### src/rtl/score_pkg.sv
// ---------------------------------------------------------------------------
// score_pkg : shared types and helpers for the BCD score countdown. Rev 1.0
// ---------------------------------------------------------------------------
`default_nettype none

package score_pkg;

  typedef enum logic [1:0] {
    IDLE = 2'd0,
    RUN  = 2'd1,
    DONE = 2'd2
  } state_t;

  typedef logic [3:0] bcd_digit_t;

  localparam bcd_digit_t BCD_MAX    = 4'd9;
  localparam int         MAX_DIGITS = 4;

  function automatic logic bcd_is_zero(input logic [4*MAX_DIGITS-1:0] v);
    return (v == '0);
  endfunction

endpackage

`default_nettype wire

### src/rtl/bcd_updown_chain.sv
// ---------------------------------------------------------------------------
// bcd_updown_chain : one player's DIGITS-digit BCD score register with load,
// decrement and (under SCORE_PENALTY_EN) saturating increment.     Rev 1.0
// ---------------------------------------------------------------------------
`default_nettype none

module bcd_updown_chain
  import score_pkg::*;
#(
  parameter int                  DIGITS    = 2,
  parameter logic [4*DIGITS-1:0] START_BCD = 8'h32
) (
  input  logic                clk,
  input  logic                resetn,
  input  logic                load,
  input  logic                dec,
`ifdef SCORE_PENALTY_EN
  input  logic                inc,
`endif
  output logic [4*DIGITS-1:0] value,
  output logic                dec_zero
);

  localparam int W = 4 * DIGITS;

  logic [W-1:0]              dec_val;
  logic [4*MAX_DIGITS-1:0]   dec_ext;

  // Borrow ripples upward: a zero digit becomes 9 and keeps the borrow alive.
  always_comb begin
    logic       borrow;
    bcd_digit_t dig;
    dec_val = value;
    borrow  = 1'b1;
    dig     = '0;
    for (int d = 0; d < DIGITS; d++) begin
      dig = value[4*d +: 4];
      if (borrow) begin
        if (dig == 4'd0) begin
          dig = BCD_MAX;
        end else begin
          dig    = dig - 4'd1;
          borrow = 1'b0;
        end
      end
      dec_val[4*d +: 4] = dig;
    end
    dec_ext        = '0;
    dec_ext[W-1:0] = dec_val;
  end

  assign dec_zero = dec & bcd_is_zero(dec_ext);

`ifdef SCORE_PENALTY_EN
  logic [W-1:0] inc_val;

  always_comb begin
    logic       carry;
    bcd_digit_t dig;
    inc_val = value;
    carry   = 1'b1;
    dig     = '0;
    for (int d = 0; d < DIGITS; d++) begin
      dig = value[4*d +: 4];
      if (carry) begin
        if (dig == BCD_MAX) begin
          dig = 4'd0;
        end else begin
          dig   = dig + 4'd1;
          carry = 1'b0;
        end
      end
      inc_val[4*d +: 4] = dig;
    end
  end

  // Packed BCD orders the same as binary, so a plain compare saturates.
  always_ff @(posedge clk) begin
    if (!resetn || load) begin
      value <= START_BCD;
    end else if (dec) begin
      value <= dec_val;
    end else if (inc && (value < START_BCD)) begin
      value <= inc_val;
    end
  end
`else
  always_ff @(posedge clk) begin
    if (!resetn || load) begin
      value <= START_BCD;
    end else if (dec) begin
      value <= dec_val;
    end
  end
`endif

endmodule

`default_nettype wire

### src/rtl/bcd_score_countdown.sv
// ---------------------------------------------------------------------------
// bcd_score_countdown : multi-player BCD score countdown with game FSM and
// winner select; SCORE_PENALTY_EN enables miss-key increments.     Rev 1.0
// ---------------------------------------------------------------------------
`default_nettype none

module bcd_score_countdown
  import score_pkg::*;
#(
  parameter int                  DIGITS    = 2,
  parameter int                  PLAYERS   = 2,
  parameter logic [4*DIGITS-1:0] START_BCD = 8'h32,
  localparam int                 WW        = (PLAYERS > 1) ? $clog2(PLAYERS) : 1
) (
  input  logic                        clk,
  input  logic                        resetn,
  input  logic                        start,
  input  logic [PLAYERS-1:0]          hit,
  input  logic [PLAYERS-1:0]          miss,
  output logic [4*DIGITS*PLAYERS-1:0] score_bcd,
  output logic [PLAYERS-1:0]          ended,
  output logic                        game_over,
  output logic [WW-1:0]               winner
);

  state_t             state, state_next;
  logic [PLAYERS-1:0] hit_q, hit_ev, dec, dec_zero;
  logic [WW-1:0]      win_idx;
  logic               active;

  assign hit_ev = hit & ~hit_q;
  // Events arriving alongside start are dropped; the reload wins.
  assign active = (state == RUN) && !start;

`ifdef SCORE_PENALTY_EN
  logic [PLAYERS-1:0] miss_q, miss_ev, inc;

  assign miss_ev = miss & ~miss_q;
  assign dec     = {PLAYERS{active}} & hit_ev & ~miss_ev;
  assign inc     = {PLAYERS{active}} & miss_ev & ~hit_ev;

  always_ff @(posedge clk) begin
    if (!resetn) begin
      miss_q <= '0;
    end else begin
      miss_q <= miss;
    end
  end
`else
  logic unused_miss;

  assign unused_miss = ^miss;
  assign dec         = {PLAYERS{active}} & hit_ev;
`endif

  for (genvar p = 0; p < PLAYERS; p++) begin : g_player
    bcd_updown_chain #(
      .DIGITS    (DIGITS),
      .START_BCD (START_BCD)
    ) u_chain (
      .clk      (clk),
      .resetn   (resetn),
      .load     (start),
      .dec      (dec[p]),
`ifdef SCORE_PENALTY_EN
      .inc      (inc[p]),
`endif
      .value    (score_bcd[p*4*DIGITS +: 4*DIGITS]),
      .dec_zero (dec_zero[p])
    );
  end

  // Lowest index wins when several players hit zero on the same edge.
  always_comb begin
    win_idx = '0;
    for (int p = PLAYERS - 1; p >= 0; p--) begin
      if (dec_zero[p]) begin
        win_idx = WW'(p);
      end
    end
  end

  always_comb begin
    state_next = state;
    case (state)
      IDLE: if (start) state_next = RUN;
      RUN: begin
        if (start) begin
          state_next = RUN;
        end else if (|dec_zero) begin
          state_next = DONE;
        end
      end
      DONE: if (start) state_next = RUN;
      default: state_next = IDLE;
    endcase
  end

  always_ff @(posedge clk) begin
    if (!resetn) begin
      state     <= IDLE;
      hit_q     <= '0;
      ended     <= '0;
      game_over <= 1'b0;
      winner    <= '0;
    end else begin
      state     <= state_next;
      hit_q     <= hit;
      game_over <= (state_next == DONE);
      if (start) begin
        ended  <= '0;
        winner <= '0;
      end else if (|dec_zero) begin
        ended  <= dec_zero;
        winner <= win_idx;
      end
    end
  end

endmodule

`default_nettype wire

### config.mk
export PLATFORM = sky130hd
export DESIGN_NAME = bcd_score_countdown
export DESIGN_NICKNAME = d
export VERILOG_FILES = /design/src/rtl/score_pkg.sv /design/src/rtl/bcd_updown_chain.sv /design/src/rtl/bcd_score_countdown.sv
export SDC_FILE = /design/constraint.sdc
export NUM_CORES = 1
export LEC_CHECK = 0
export BUFFER_PORTS_ARGS = -buffer_cell sky130_fd_sc_hd__buf_2
export CAP_MARGIN = 30
export CORE_UTILIZATION = 50
export CTS_CLUSTER_DIAMETER = 30
export DETAILED_ROUTE_END_ITERATION = 10
export GPL_TIMING_DRIVEN = 0
export MAX_ROUTING_LAYER = met4
export PLACE_DENSITY_LB_ADDON = 0.12
export SLEW_MARGIN = 20
export SYNTH_ARGS = -nofsm -noshare
export SYNTH_HDL_FRONTEND = slang
export SYNTH_SLANG_ARGS = --single-unit
### constraint.sdc
create_clock -name clk -period 2.88 [get_ports clk]
set_input_delay 0.288 -clock clk [delete_from_list [all_inputs] [get_ports clk]]
set_output_delay 0.288 -clock clk [all_outputs]
set_load 0.02 [all_outputs]
Yosys cells after proc, flatten, opt, wreduce, memory -nomap -nowiden

Index checks and enable logic that the tools add are counted.

Word-level logic and storage cells: 48
Output and inout port bits: 20
Flip-flop bits (word level): 24
Input port bits: 7

Reduce and logical (&&, ||, !) cells: 14
Bitwise gates (word level): 6
Eq/ne operators: 3
Add/sub/neg operators: 4
Muxes and demuxes: 14

Operators with widths:

| kind                                              | number |
|---|---|
| zero test 16 bit                                  | 2 |
| two-way mux 4 bit                                 | 6 |
| zero test 4 bit                                   | 4 |
| subtractor 4 x 1 -> 4 bit (second input constant) | 4 |
| two-way mux 2 bit                                 | 3 |
| OR reduction 2 bit                                | 3 |
| AND 2 bit                                         | 2 |
| == test 2 bit (second input constant)             | 2 |
| two-way mux 1 bit                                 | 4 |
| one-hot mux 2 bit (2 select lines)                | 1 |
| AND 1 bit                                         | 2 |
| == test 2 x 1 -> 1 bit (second input constant)    | 1 |
| zero test 1 bit                                   | 2 |
| zero test 2 bit                                   | 1 |
| NOT 2 bit                                         | 1 |
| logical AND 1 bit                                 | 1 |
| logical OR 1 bit                                  | 1 |
| NOT 1 bit                                         | 1 |

Logic depth before layout (Yosys ltp)

Depth in word-level cells: 10
Gate-level depth with buffers: 5
Mapped depth without buffers: 4

Cells and area by module

Synthesis repeated with hierarchy kept, for this count alone.

Cells, all modules: 116
Area, all modules: 1,046.0 sq um

Modules (own cells, without submodules):

| module              | cells each | area each (sq um) | times used | seq. area each (sq um) |
|---|---|---|---|---|
| bcd_updown_chain    | 43         | 382.9             | 2          | 160.2 |
| bcd_score_countdown | 30         | 280.3             | 1          | 160.2 |

Worst setup path after synthesis

OpenSTA, ideal clock, no wires.

Path kind: register to register
From: register g_player[1].u_chain.value[0]
To: register g_player[1].u_chain.value[6]
Library setup time: 70 ps
Buffers on the path: 0
Required time: 2,810 ps
Stages on the path, launching flop included: 5
Arrival time: 1,882 ps
Clock period less this slack: 1,953 ps
Path slack: 927 ps
Cell sequence: dfxtp_1 -> nor4b_1 -> nand3_1 -> or3b_2 -> a21oi_1

Cells in the longest elaborated chain, start to end: 3

Ends and longest elaborated chain:

| what                     | line                   | text |
|---|---|---|
| start: declaration       | bcd_updown_chain.sv:20 | `output logic [4*DIGITS-1:0] value,` |
| start signal: assignment | bcd_updown_chain.sv:92 | `value <= dec_val;` |
| zero test 4 bit          | bcd_updown_chain.sv:39 | `if (dig == 4'd0) begin` |
| two-way mux 1 bit        | bcd_updown_chain.sv:39 |  |
| two-way mux 4 bit        | bcd_updown_chain.sv:38 | `if (borrow) begin` |

Every way passes these cells.
A chain may end at the register's enable or synchronous reset.

Final worst setup path

From: register state[0]
To: register g_player[1].u_chain.value[6]

Cells in the longest elaborated chain, start to end: 3

Ends and longest elaborated chain:

| what                     | line                       | text |
|---|---|---|
| start: declaration       | bcd_score_countdown.sv:26  | `state_t state, state_next;` |
| start signal: assignment | bcd_score_countdown.sv:107 | `state <= state_next;` |
| == test 2 x 1 -> 1 bit   | bcd_score_countdown.sv:33  | `assign active = (state == RUN) && !start;` |
| logical AND 1 bit        | bcd_score_countdown.sv:33  |  |
| AND 2 bit                | bcd_score_countdown.sv:53  | `assign dec = {PLAYERS{active}} & hit_ev;` |

Every way passes these cells.

==> run_results.csv <==
group,metric,value,unit
critical_path,ff2ff_setup_slack,0.84,ns
yosys,netlist_instances,114,
yosys,synth_fa_ha_area_share,0,%
floorplanning,die_y,47.5,um
cts,post-cts-setup-buffer-count,0,
yosys,synth_top_area_cell,"dfxtp_1",
grt,grt_max_degree,14,
cts,clk_path_buf_depth,2,
critical_path,endpoint_kind,"register",
yosys,synthSimpleGateAreaFrac,31.8,%
yosys,synth_seq_area_share,46.3,%
floorplanning,die-area,2260,sq um
yosys,synth_edf_count,0,
layout,nFillCells,197,
grt,antenna_found_initial,0,
routing,remaining_drc_errors,0,
layout,drive_above_1_share,23.9,%
placed_design,detailed_place_hpwl,1560,um
yosys,synth_top_family_by_area,"simple AND/OR/NAND/NOR gates",
sta,layout_min_cycle_time,2.04,ns
hold_path,hold_depth,2,
status,status,"finished, final reports clean",
critical_path,r2r-start,"state[0]",
cts,cts_hold_buf,0,
yosys,syn-cell-area,1040,sq um
cts,clkLatencyLatePin,0.31,ns
cts,cts_resized,0,
critical_path,cp_max_fo,9,
grt,grt_pass1_wl,3230,um
floorplanning,die_x,47.5,um
critical_path,worstSetupPathType,"reg2reg",
power,leakage,0.428,nW
yosys,yosysWarnings,0,
cts,cts.clk_slew.worst_paths,0.13,ns
yosys,async_reset_ff_share,0,%
cts,cts-root-buf,"clkbuf_4",
cts,cts_buffers,3,
yosys,synthDominantCellAreaShare,46.3,%
layout,diodes,0,
yosys,synth-seq-cells,24,
yosys,synth.area.top_cells,"dfxtp_1 46%, a21oi_1 4.8%, nand2_1 3.6%",
layout,syn_to_final_growth,18.9,%
power,power.density,439,nW/um^2
yosys,ys.flop_type,"dfxtp_1",
grt,grt_overflow,0,
sta,setup_tns,0,ns
sta,worstMarginPinSlew,0.906,ns
floorplanning,core,1960,sq um
critical_path,r2r-end,"g_player[1].u_chain.value[6]",
critical_path,r2r_cells,4,
floorplanning,ios,27,
yosys,ys_types,35,
critical_path,start_kind,"register",
sta,setup_viol,0,
hold_path,hold_start,"hit[0]",
hold_path,min_path_type,"in2reg",
grt,track_usage,20.8,%
routing,vias_per_cell,5.64,
sta,final-hold-violation-count,0,
sta,finalMaxSlewViolations,0,
routing,routed_wl,2160,um
floorplanning,start_util,52.9,%
placed_design,portBuffers,24,
routing,via_count,954,
cts,clock_sinks,24,
sta,rsz0062_at_grt,"no",
sta,max_slew_margin,39.5,%
routing,ant_nets,0,
cts,cts_tree,"built",
layout,layout.nets,150,
sta,post-route-period-util,70.9,%
routing,detail_route.first_pass.iterations,5,
cts,htreeDepth,1,
yosys,synth_compound_area_share,15.8,%
yosys,synth_fp_nets,121,
floorplanning,fp-row-count,16,
yosys,avgSynthCellArea,9.10,sq um
yosys,synth-xor-area-share,2.53,%
placed_design,gp_congestion,0.743,
critical_path,required,3.13,ns
power,ir_drop,0.000322,V
critical_path,cp.arrival,2.29,ns
sta,fmax,490,MHz
flow_run,maxCapViolCount,0,
routing,avgRoutedWirePerCell,12.8,um
yosys,yosys-mux-area-fraction,0.965,%
sta,finClkSkew,0.00357,ns
hold_path,holdPathEnd,"hit_q[0]",
grt,grt_pass1_vias,745,
routing,drt_iter0_markers,25,
layout,finalCoreUtilization,62.9,%
## routing by layer
metal,vias up,wire [um],global-route usage [%],part of all wire [%]
met5,-,0,-,0
met4,0,0,3.89,0
met3,0,105,4.53,4.9
met2,22,1010,32.9,47
met1,452,1050,27.5,49
li1,480,-,-,-
## stage by stage
step / instance area (sq um) / total power [W] / hold WS, ns / worst slack, ns / instances
floorplan: 1040 / 0.000364 / 0.406 / 0.927 / 114
global placement: 1190 / 0.000374 / 0.429 / 0.791 / 165
detailed placement: 1190 / 0.000375 / 0.430 / 0.793 / 165
CTS: 1230 / 0.000542 / 0.197 / 0.761 / 169
global route: 1230 / 0.000560 / 0.199 / 0.641 / 169
finish: 1230 / 0.000542 / 0.191 / 0.839 / 169
## cells by family (layout without fill, tap and decap cells)
| group | Yosys count | in the layout |
|---|---|---|
| buffers and inverters | 5 | 33 |
| xor gates and xnor gates | 3 | 3 |
| muxes | 1 | 1 |
| DFF | 24 | 24 |
| and+or+nand+nor | 55 | 55 |
| AOI/OAI and AO/OA | 26 | 26 |
## worst max-delay path, cell delays in order, from the launching register on
cell	delay, ns
dfxtp_1	0.40
nor3b_1	0.76
nand3_1	0.17
or3b_2	0.51
a21oi_1	0.14
## Yosys cell counts, types with 3 or more instances
cell / instances
nand2b_1: 3
nor3_1: 3
a21oi_1: 10
nand3_1: 3
nor4_1: 3
and2_1: 3
or4_1: 4
nor2_1: 7
xor2_1: 3
dfxtp_1: 24
a31oi_1: 3
nand4b_1: 4
o31ai_1: 3
o21a_1: 3
nand2_1: 10
## area by class of cell
type                            instances  area, sq um  share of cell area [%]
Clock buffer                            4         36.3                    2.94
Tap cell                               27         33.8                    2.74
Buffer                                  4         22.5                    1.83
Inverter                                1         3.75                   0.304
Timing Repair Buffer                   24          120                    9.74
Multi-Input combinational cell         85          537                    43.5
Sequential cell                        24          480                    38.9
## report_power, final
| part | internal (W) | switching [W] | leakage [nW] |
|---|---|---|---|
| Sequential | 0.000335 | 0.00000294 | 0.194 |
| Combinational | 0.0000118 | 0.0000178 | 0.213 |
| Clock | 0.0000771 | 0.0000967 | 0.0210 |
## state kept, by name (all words and copies together), names as in the netlist
name	cells
g_player.u_chain.value	16
ended	2
hit_q	2
state	2
game_over	1
winner	1
## placed cells by master (no fill, tap or decap), drive strengths merged
cell type  netlist  final
nor4             3      3
a21boi           1      1
nand2           10     10
or4              4      4
clkbuf           2      6
nor3b            2      2
mux2i            1      1
o41ai            1      1
inv              1      1
a31oi            3      3
nor2             7      7
o31ai            3      3
nor3             3      3
a21oi           10     10
o211ai           2      2
nand3b           2      2
xor2             3      3
nor4b            2      2
nand3            3      3
nand4b           4      4
a211o            1      1
o21ai            2      2
buf              2     26
o21a             3      3
or3              2      2
nor2b            2      2
nand4            1      1
dfxtp           24     24
and2             3      3
or2              1      1
or3b             2      2
or4b             1      1
nand2b           3      3
## worst max path at each step
stage                                       startpoint                      endpoint  slack (ns)  depth (start not counted)
after floorplan           g_player[1].u_chain.value[0]  g_player[1].u_chain.value[6]        0.93                          4
after global placement    g_player[1].u_chain.value[0]  g_player[1].u_chain.value[6]        0.79                          4
after detailed placement  g_player[1].u_chain.value[0]  g_player[1].u_chain.value[6]        0.79                          4
after CTS                 g_player[1].u_chain.value[0]  g_player[1].u_chain.value[6]        0.76                          4
after global routing                          state[0]                      state[0]        0.64                          4
final                                         state[0]  g_player[1].u_chain.value[6]        0.84                          4
(Power assumes the default switching activity.)
